**src/rtl/cpu_pkg.sv**
```systemverilog
// cpu_pkg: opcodes, ALU select codes, FSM state encoding and decode helpers for the accumulator CPU
package cpu_pkg;
  localparam logic [3:0] OP_NOP   = 4'h0;
  localparam logic [3:0] OP_LOAD  = 4'h1;
  localparam logic [3:0] OP_STORE = 4'h2;
  localparam logic [3:0] OP_ADD   = 4'h3;
  localparam logic [3:0] OP_SUB   = 4'h4;
  localparam logic [3:0] OP_AND   = 4'h5;
  localparam logic [3:0] OP_OR    = 4'h6;
  localparam logic [3:0] OP_NOT   = 4'h7;
  localparam logic [3:0] OP_JMP   = 4'h8;
  localparam logic [3:0] OP_JZ    = 4'h9;
  localparam logic [3:0] OP_HALT  = 4'hF;
  localparam logic [2:0] ALU_ADD = 3'd0;
  localparam logic [2:0] ALU_SUB = 3'd1;
  localparam logic [2:0] ALU_AND = 3'd2;
  localparam logic [2:0] ALU_OR  = 3'd3;
  localparam logic [2:0] ALU_NOT = 3'd4;
  localparam logic [2:0] S_IDLE    = 3'd0;
  localparam logic [2:0] S_FETCH   = 3'd1;
  localparam logic [2:0] S_LOAD_IR = 3'd2;
  localparam logic [2:0] S_DECODE  = 3'd3;
  localparam logic [2:0] S_EXEC    = 3'd4;
  localparam logic [2:0] S_MEM     = 3'd5;
  localparam logic [2:0] S_WB      = 3'd6;
  localparam logic [2:0] S_HALT    = 3'd7;
  function automatic logic [2:0] alu_of(input logic [3:0] op);
    return op == OP_SUB ? ALU_SUB : op == OP_AND ? ALU_AND : op == OP_OR ? ALU_OR :
           op == OP_NOT ? ALU_NOT : ALU_ADD;
  endfunction
  function automatic logic is_mem_op(input logic [3:0] op);
    return op inside {[OP_LOAD:OP_OR]};
  endfunction
  function automatic logic is_illegal(input logic [3:0] op);
    return op inside {[4'hA:4'hE]};
  endfunction
endpackage

```
**src/rtl/mem_handshake_timer.sv**
```systemverilog
// mem_handshake_timer: counts un-acked data memory cycles and pulses timeout on the last allowed one
// ports: clk, rst; active_i = FSM in MEM; ack_i = dm_ack; timeout_o = give up this cycle
module mem_handshake_timer #(
  parameter int MEM_TIMEOUT = 15,
  parameter int TO_W = 8
) (
  input  logic clk,
  input  logic rst,
  input  logic active_i,
  input  logic ack_i,
  output logic timeout_o
);
  logic [TO_W-1:0] cnt_q, cnt_d;
  // MEM is never re-entered back to back, so clearing while idle is the clear-on-entry
  always_comb cnt_d = (active_i && !ack_i) ? cnt_q + TO_W'(1) : '0;
  always_ff @(posedge clk) begin
    if (rst) cnt_q <= '0;
    else cnt_q <= cnt_d;
  end
  assign timeout_o = active_i && !ack_i && cnt_q == TO_W'(MEM_TIMEOUT - 1);
endmodule

```
**src/rtl/cpu_control_unit.sv**
```systemverilog
// cpu_control_unit: fetch/decode/execute sequencer for the 16-bit accumulator CPU
// inputs: clk, rst, run, opcode (from IR), acc_zero, dm_ack
// outputs: im_rd, loadIR, pc_inc, pc_load, dm_req, dm_we, acc_load, acc_src_sel, alu_op,
//          halted, illegal_op, bus_fault (sticky), state_dbg
module cpu_control_unit
  import cpu_pkg::*;
#(
  parameter int MEM_TIMEOUT = 15,
  parameter int TO_W = 8
) (
  input  logic       clk,
  input  logic       rst,
  input  logic       run,
  input  logic [3:0] opcode,
  input  logic       acc_zero,
  input  logic       dm_ack,
  output logic       im_rd,
  output logic       loadIR,
  output logic       pc_inc,
  output logic       pc_load,
  output logic       dm_req,
  output logic       dm_we,
  output logic       acc_load,
  output logic       acc_src_sel,
  output logic [2:0] alu_op,
  output logic       halted,
  output logic       illegal_op,
  output logic       bus_fault,
  output logic [2:0] state_dbg
);
  logic [2:0] state_q, state_d;
  logic illegal_q, bus_fault_q, timeout;
  mem_handshake_timer #(.MEM_TIMEOUT(MEM_TIMEOUT), .TO_W(TO_W)) u_timer (
    .clk(clk), .rst(rst), .active_i(state_q == S_MEM), .ack_i(dm_ack), .timeout_o(timeout)
  );
  always_comb begin
    state_d = state_q;
    case (state_q)
      S_IDLE:    state_d = run ? S_FETCH : S_IDLE;
      S_FETCH:   state_d = S_LOAD_IR;
      S_LOAD_IR: state_d = S_DECODE;
      S_DECODE:  state_d = opcode == OP_HALT ? S_HALT : is_mem_op(opcode) ? S_MEM :
                           is_illegal(opcode) ? S_FETCH : S_EXEC;
      S_EXEC:    state_d = S_FETCH;
      S_MEM:     state_d = dm_ack ? (opcode == OP_STORE ? S_FETCH : S_WB) : timeout ? S_HALT : S_MEM;
      S_WB:      state_d = S_FETCH;
      default:   state_d = state_q;
    endcase
  end
  always_ff @(posedge clk) begin
    if (rst) begin
      state_q     <= S_IDLE;
      illegal_q   <= 1'b0;
      bus_fault_q <= 1'b0;
    end else begin
      state_q     <= state_d;
      illegal_q   <= illegal_op;
      bus_fault_q <= bus_fault;
    end
  end
  // sticky flags rise combinationally in the cycle the condition is seen
  assign illegal_op  = illegal_q || (state_q == S_DECODE && is_illegal(opcode));
  assign bus_fault   = bus_fault_q || timeout;
  assign im_rd       = state_q == S_FETCH;
  assign loadIR      = state_q == S_LOAD_IR;
  assign pc_inc      = state_q == S_LOAD_IR;
  assign pc_load     = state_q == S_EXEC && (opcode == OP_JMP || (opcode == OP_JZ && acc_zero));
  assign dm_req      = state_q == S_MEM;
  assign dm_we       = state_q == S_MEM && opcode == OP_STORE;
  assign acc_load    = state_q == S_WB || (state_q == S_EXEC && opcode == OP_NOT);
  assign acc_src_sel = state_q == S_WB && opcode == OP_LOAD;
  assign alu_op      = (state_q == S_WB && opcode != OP_LOAD) || (state_q == S_EXEC && opcode == OP_NOT) ?
                       alu_of(opcode) : ALU_ADD;
  assign halted      = state_q == S_HALT;
  assign state_dbg   = state_q;
endmodule

```
**config.mk**
```make
export PLATFORM = sky130hd
export DESIGN_NAME = cpu_control_unit
export DESIGN_NICKNAME = d
export VERILOG_FILES = /design/src/rtl/cpu_pkg.sv /design/src/rtl/mem_handshake_timer.sv /design/src/rtl/cpu_control_unit.sv
export SDC_FILE = /design/constraint.sdc
export NUM_CORES = 1
export LEC_CHECK = 0
export ABC_AREA = 1
export CAP_MARGIN = 30
export CORE_UTILIZATION = 49
export DETAILED_ROUTE_END_ITERATION = 12
export PLACE_DENSITY_LB_ADDON = 0.2
export SLEW_MARGIN = 30
export SYNTH_ARGS = -nofsm -noshare
export SYNTH_HDL_FRONTEND = slang
export SYNTH_HIERARCHICAL = 1
export SYNTH_SLANG_ARGS = --single-unit
```
**constraint.sdc**
```tcl
create_clock -name clk -period 2.45 [get_ports clk]
set_clock_uncertainty 0.2 [all_clocks]
set_input_delay 0.49 -clock clk [delete_from_list [all_inputs] [get_ports clk]]
set_output_delay 0.49 -clock clk [all_outputs]
set_load 0.03 [all_outputs]
```
==> flow_summary.ini, run 1 <==
[grt]
grt_max_degree = 10
first_global_vias = 815
antenna_found_initial = 0
grt_pass1_wl_um = 3240
grt_usage = 0.228
grt_overflow = 0

[finish]
drive_gt1_frac = 0.180
diodes = 0
final_util = 0.746
fill_cells = 128
num-nets-final = 179
area_delta_synth_final_pct = 38.0

[setup_path]
path_cells = nand2_1, inv_1, nand2_1, inv_1, dlygate4sd2_1
required_ns = 1.76
cp_slowest_stage_delay_ns = 0.47
crit_fanout = 6
end_kind = output pin
slowest_stage = dfxtp_1
cp-start-kind = flip-flop
path_class = reg2out
timing.critical_path.arrival_ns = 1.54

[clock_tree]
postCtsSetupRepairBufs = 0
numCtsBuffers = 3
clk_path_buf_depth = 2
clock_latency_ns = 0.27
cts_sinks = 13
cts_tree = done
path_clk_slew_ns = 0.08
cts-hold-fix-buffers = 0
htreeDepth = 1
root_buffer = clkbuf_4

[die]
fp.dieW_um = 43.5
ios = 26
die_y_um = 43.5
coreArea_um2 = 1560
std_cell_rows = 14
initial_utilization = 0.541
dieArea_um2 = 1890

[pwr]
p_leak_nw = 0.588
power_density_nw_per_um2 = 428
finalPower_uw = 498
vdd_drop_max_mv = 0.442

[flow_run]
maxCapViolCount = 0

[logic_synthesis]
ys_ff_latch = 13
yosysMostFrequentCell = nand2_1
synth.avg_cell_area_um2 = 6.29
seq_area_frac_synth = 0.309
synth_top_cell_by_area = dfxtp_1
ys.flop_type = dfxtp_1
yosys-top-cells-count = 32 x nand2_1, 24 x nor2_1, 22 x inv_1
synth_top_area_frac = 0.309
yosys_warnings = 6
netlist_area_um2 = 843
synth-edff-count = 0
synth_area_leaders = dfxtp_1 31%, nand2_1 14%, nor2_1 11%, inv_1 9.8%, nand3_1 8.3%
ys_types = 19
synth_cells = 134
async_flop_share = 0
syn_nets = 145

[timing]
maxSlewViolCount = 0
finalSetupViolations = 0
slew_headroom = 0.786
hold_viol = 0
max_freq_mhz = 449
fin_setup_tns_ns = 0
rsz0062_at_grt = no
finalCritPeriodShare = 0.909
fin_crit_ns = 2.23
tightestPinTransition_ns = 0.321

[routing]
vias = 910
firstDrtPassIters = 8
vias_per_cell = 4.97
drt_iter0_drc = 33
routed_wl_um = 1990
postRouteAntennaNets = 0
drc = 8
avgRoutedWirePerCell_um = 10.9

[placement]
dp_hpwl_um = 1550
finalWeightedCongestion = 0.858
io_buffers = 25

[run_status]
violations = design-rule violations
outcome = finished with violations

[worst_hold_path]
hold_path_class = reg2reg
area by class of cell:
cell class              instances  area, µm²  area share
multi-input cells              97        488       0.419
inverters                      22       82.6      0.0710
clock buffers                   4       26.3      0.0226
well taps                      16       20.0      0.0172
flip-flops and latches         13        263       0.226
repair buffers                 31        284       0.244
routing by layer:
metal,up-vias,global-route usage,part of all wire
met1,396,0.294,0.46
met2,29,0.388,0.48
met4,0,0.113,0.0045
met3,2,0.0125,0.055
li1,483,-,-
met5,-,0,0
flip-flops by register name (all words and copies together) (netlist names):
name,count
illegal_q,1
state_dbg,3
u_timer/cnt_q,8
bus_fault_q,1
cells by family (layout without fill, tap and decap cells):
group / count (synthesis) / after routing / synth area share
adder cells (fa/ha/maj): 2 / 2 / 0.0297
XOR/XNOR: 3 / 3 / 0.0312
flip-flops: 13 / 13 / 0.309
AND/OR/NAND/NOR: 85 / 85 / 0.466
AO/OA/AOI/OAI: 7 / 7 / 0.0490
buffers and inverters: 24 / 57 / 0.116
stage by stage:
stage,area [µm²],cells,worst slack (ns),hold slack (ns)
floorplan,843,134,-0.110,0.230
global placement,1120,179,0.0452,0.246
detailed placement,1120,179,0.0303,0.251
CTS,1140,183,0.0169,0.262
global route,1160,183,0.0648,0.285
finish,1160,183,0.223,0.258
final timing paths:
kind                        startpoint                   endpoint  slack (ns)  cells past startpoint
max          state_dbg[1]$_SDFFE_PP0P_                     halted        0.22                      5
min             bus_fault_q$_SDFF_PP0_     bus_fault_q$_SDFF_PP0_        0.26                      2
max reg2reg  state_dbg[1]$_SDFFE_PP0P_  state_dbg[1]$_SDFFE_PP0P_        0.86                     11
min reg2reg     bus_fault_q$_SDFF_PP0_     bus_fault_q$_SDFF_PP0_        0.26                      2
critical path, delay by kind of cell, from the launching register on:
kind	cells	cell delay [ns]
buffers and inverters	3	0.57
and+or+nand+nor	2	0.23
DFF	1	0.47
cells in the final DEF (no fill, tap or decap):
cell	Yosys	final
nor3b_2	1	1
nor2_2	2	2
nand3_2	2	2
nor3_4	1	1
nor2_1	24	24
buf_4	2	14
ha_1	2	2
a21oi_1	5	5
inv_1	22	21
dlygate4sd2_1	0	4
buf_6	0	1
xnor2_1	1	1
clkbuf_1	0	1
dfxtp_2	0	2
dfxtp_1	13	11
clkdlybuf4s50_1	0	7
nor3_1	4	4
o2111a_1	1	1
dlymetal6s2s_1	0	5
xor2_1	2	2
o21ai_0	1	1
nand2_2	2	3
inv_2	0	1
nand2_1	32	31
clkbuf_4	0	3
nand3_1	14	14
nand4_1	3	3
power by group:
| group | switching, mW | internal [mW] |
|---|---|---|
| Clock | 0.0667 | 0.0630 |
| Sequential | 0.0139 | 0.218 |
| Combinational | 0.0807 | 0.0550 |
repair_timing:
item,CTS,global route
pin swaps,0,2
gates resized for setup,5,9
setup endpoints to repair,4,5
Power figures use the tool's default switching activity.
==> run 2: changes to the inputs <==
--- a/config.mk
+++ b/config.mk
@@ -7,7 +7,8 @@
 export LEC_CHECK = 0
 export ABC_AREA = 1
 export CAP_MARGIN = 30
-export CORE_UTILIZATION = 49
+export CORE_UTILIZATION = 50
+export CTS_BUF_LIST = sky130_fd_sc_hd__clkbuf_8
 export DETAILED_ROUTE_END_ITERATION = 12
 export PLACE_DENSITY_LB_ADDON = 0.2
 export SLEW_MARGIN = 30
@@ -15,3 +16,4 @@
 export SYNTH_HDL_FRONTEND = slang
 export SYNTH_HIERARCHICAL = 1
 export SYNTH_SLANG_ARGS = --single-unit
+export TNS_END_PERCENT = 5
==> run 2 against run 1 <==
The run now ends clean. Largest power group unchanged. Final cell count is the same. Die area shrank 1.9%. Sequential share of layout area shrank 0.62 points.
==> flow_summary.ini, run 2 (synthesized netlist as in run 1, its figures left out) <==
[finish]
fill_cells = 128
multi_input_area_um2 = 495
largest_reg_flops = 8
num-nets-final = 179
regMostFlops = u_timer/cnt_q
design_area_um2 = 1180
drive_gt1_frac = 0.180
area_delta_synth_final_pct = 40.5
final_common_cell = nand2_1
register_area_um2 = 260
diodes = 0
layout_common_cells = 30 x nand2_1, 24 x nor2_1, 22 x inv_1
final_util = 0.769

[clock_tree]
root_buffer = clkbuf_8
path_clk_slew_ns = 0.05
postCtsSetupRepairBufs = 0
htreeDepth = 1
numCtsBuffers = 3
cts_sinks = 13
clk_path_buf_depth = 2
clock_latency_ns = 0.24
cts_tree = done

[setup_path]
end_kind = output pin
path_buf_inv = 2
worstReg2RegEnd = u_timer/cnt_q[3]$_SDFF_PP0_
path_depth = 8
crit_family = buffers and inverters
regToRegStartpoint = state_dbg[2]$_SDFFE_PP0P_
path_cells = clkdlybuf4s50_1, nand2_2, nor2_1, nand2_1, nand2_2, nand2_2, nor3_1, buf_4
path_class = in2out
timing.critical_path.arrival_ns = 1.72
rrSetupSlack_ns = 0.71
slowest_stage = clkdlybuf4s50_1
crit_fanout = 3
cp_slowest_stage_delay_ns = 0.50
rr_worst_depth = 6
cp-start-kind = input port
crit_top_cell = nand2_2
required_ns = 1.76

[die]
coreArea_um2 = 1540
initial_utilization = 0.547
ios = 26
fp.dieW_um = 43.1
dieArea_um2 = 1860
std_cell_rows = 14
die_y_um = 43.1

[grt]
grt_usage = 0.248
use_met2 = 0.427
grt_max_degree = 10
grtUsageMet1 = 0.314
grt_overflow = 0
busiest_layer = met2
grt_util_met3 = 0.0511
first_global_vias = 834
grt_pass1_wl_um = 3510
antenna_found_initial = 0

[placement]
finalWeightedCongestion = 0.906
dp_hpwl_um = 1620
place_area_um2 = 1120
io_buffers = 25

[pwr]
vdd_drop_max_mv = 0.435
finalPower_uw = 557
power_density_nw_per_um2 = 470
p_leak_nw = 0.606

[routing]
avgRoutedWirePerCell_um = 11.3
vias_per_cell = 5.05
drc = 0
drt_iter0_drc = 28
vias = 924
routed_wl_um = 2070
firstDrtPassIters = 4
postRouteAntennaNets = 0

[worst_hold_path]
holdCritStartpoint = bus_fault_q$_SDFF_PP0_
min_to = bus_fault_q$_SDFF_PP0_
hold_path_class = reg2reg
hold_depth = 2

[timing]
finalSetupViolations = 0
hold_viol = 0
rsz0062_at_grt = yes
maxSlewViolCount = 0
tightestPinTransition_ns = 0.321
finalCritPeriodShare = 0.982
fin_setup_tns_ns = 0
fin_crit_ns = 2.41
fin_hold_ws_ns = 0.259
max_freq_mhz = 416
slew_headroom = 0.786

[run_status]
outcome = complete, no violations

[flow_run]
maxCapViolCount = 0
==> run 2: changes by cell type in the layout (fill, tap and decap cells not counted), sizes merged <==
cell | before | now
clkbuf | 4 | 3
dlygate4sd2 | 4 | 3
inv | 22 | 23
clkdlybuf4s50 | 7 | 8
==> run 2: worst reg2reg max path: stages, from the launching register on <==
cell and delay (ns):
dfxtp_1 0.50, nand3_1 0.16, inv_1 0.18, nand2_1 0.08
nor2_1 0.26, inv_1 0.16, nor2_1 0.13
==> run 2: worst max path at each step <==
stage	from	endpoint	slack (ns)
6_report	opcode[0]	alu_op[0]	0.04
3_3_place_gp	opcode[1]	illegal_op	0.05
2_1_floorplan	state_dbg[2]$_SDFFE_PP0P_	alu_op[0]	-0.11
3_5_place_dp	opcode[3]	alu_op[2]	-0.04
4_1_cts	opcode[2]	alu_op[0]	0.001
5_1_grt	opcode[0]	alu_op[1]	-0.05
==> run 2: report_power, final <==
| part | leakage [nW] | internal, mW | switching, mW | total, mW |
|---|---|---|---|---|
| sequential | 0.105 | 0.218 | 0.0140 | 0.232 |
| clock | 0.0269 | 0.111 | 0.0761 | 0.187 |
| combinational | 0.474 | 0.0575 | 0.0808 | 0.138 |
| total | 0.606 | 0.386 | 0.171 | 0.557 |
==> run 2: layer usage <==
metal | wire, µm | vias up | part of all wire
met4 | 28 | 0 | 0.014
met2 | 982 | 23 | 0.48
li1 | - | 488 | -
met1 | 962 | 408 | 0.47
met5 | 0 | - | 0
met3 | 93 | 5 | 0.045
==> run 2: cell type report <==
cell class / instances / area share
clock buffer: 3 / 0.0348
timing repair buffer: 31 / 0.238
multi-input combinational: 97 / 0.418
clock inverter: 1 / 0.00317
inverter: 22 / 0.0697
sequential: 13 / 0.220
tap: 16 / 0.0169
==> run 2: repair_timing <==
item	CTS	global route
hold buffers	0	0
gates resized for setup	7	6
setup endpoints to repair	5	7
==> run 2: through the flow <==
step	setup WS, ns	cells
2_1_floorplan	-0.110	134
3_3_place_gp	0.0491	179
4_1_cts	0.00148	183
3_5_place_dp	-0.0387	179
6_report	0.0438	183
5_1_grt	-0.0519	183
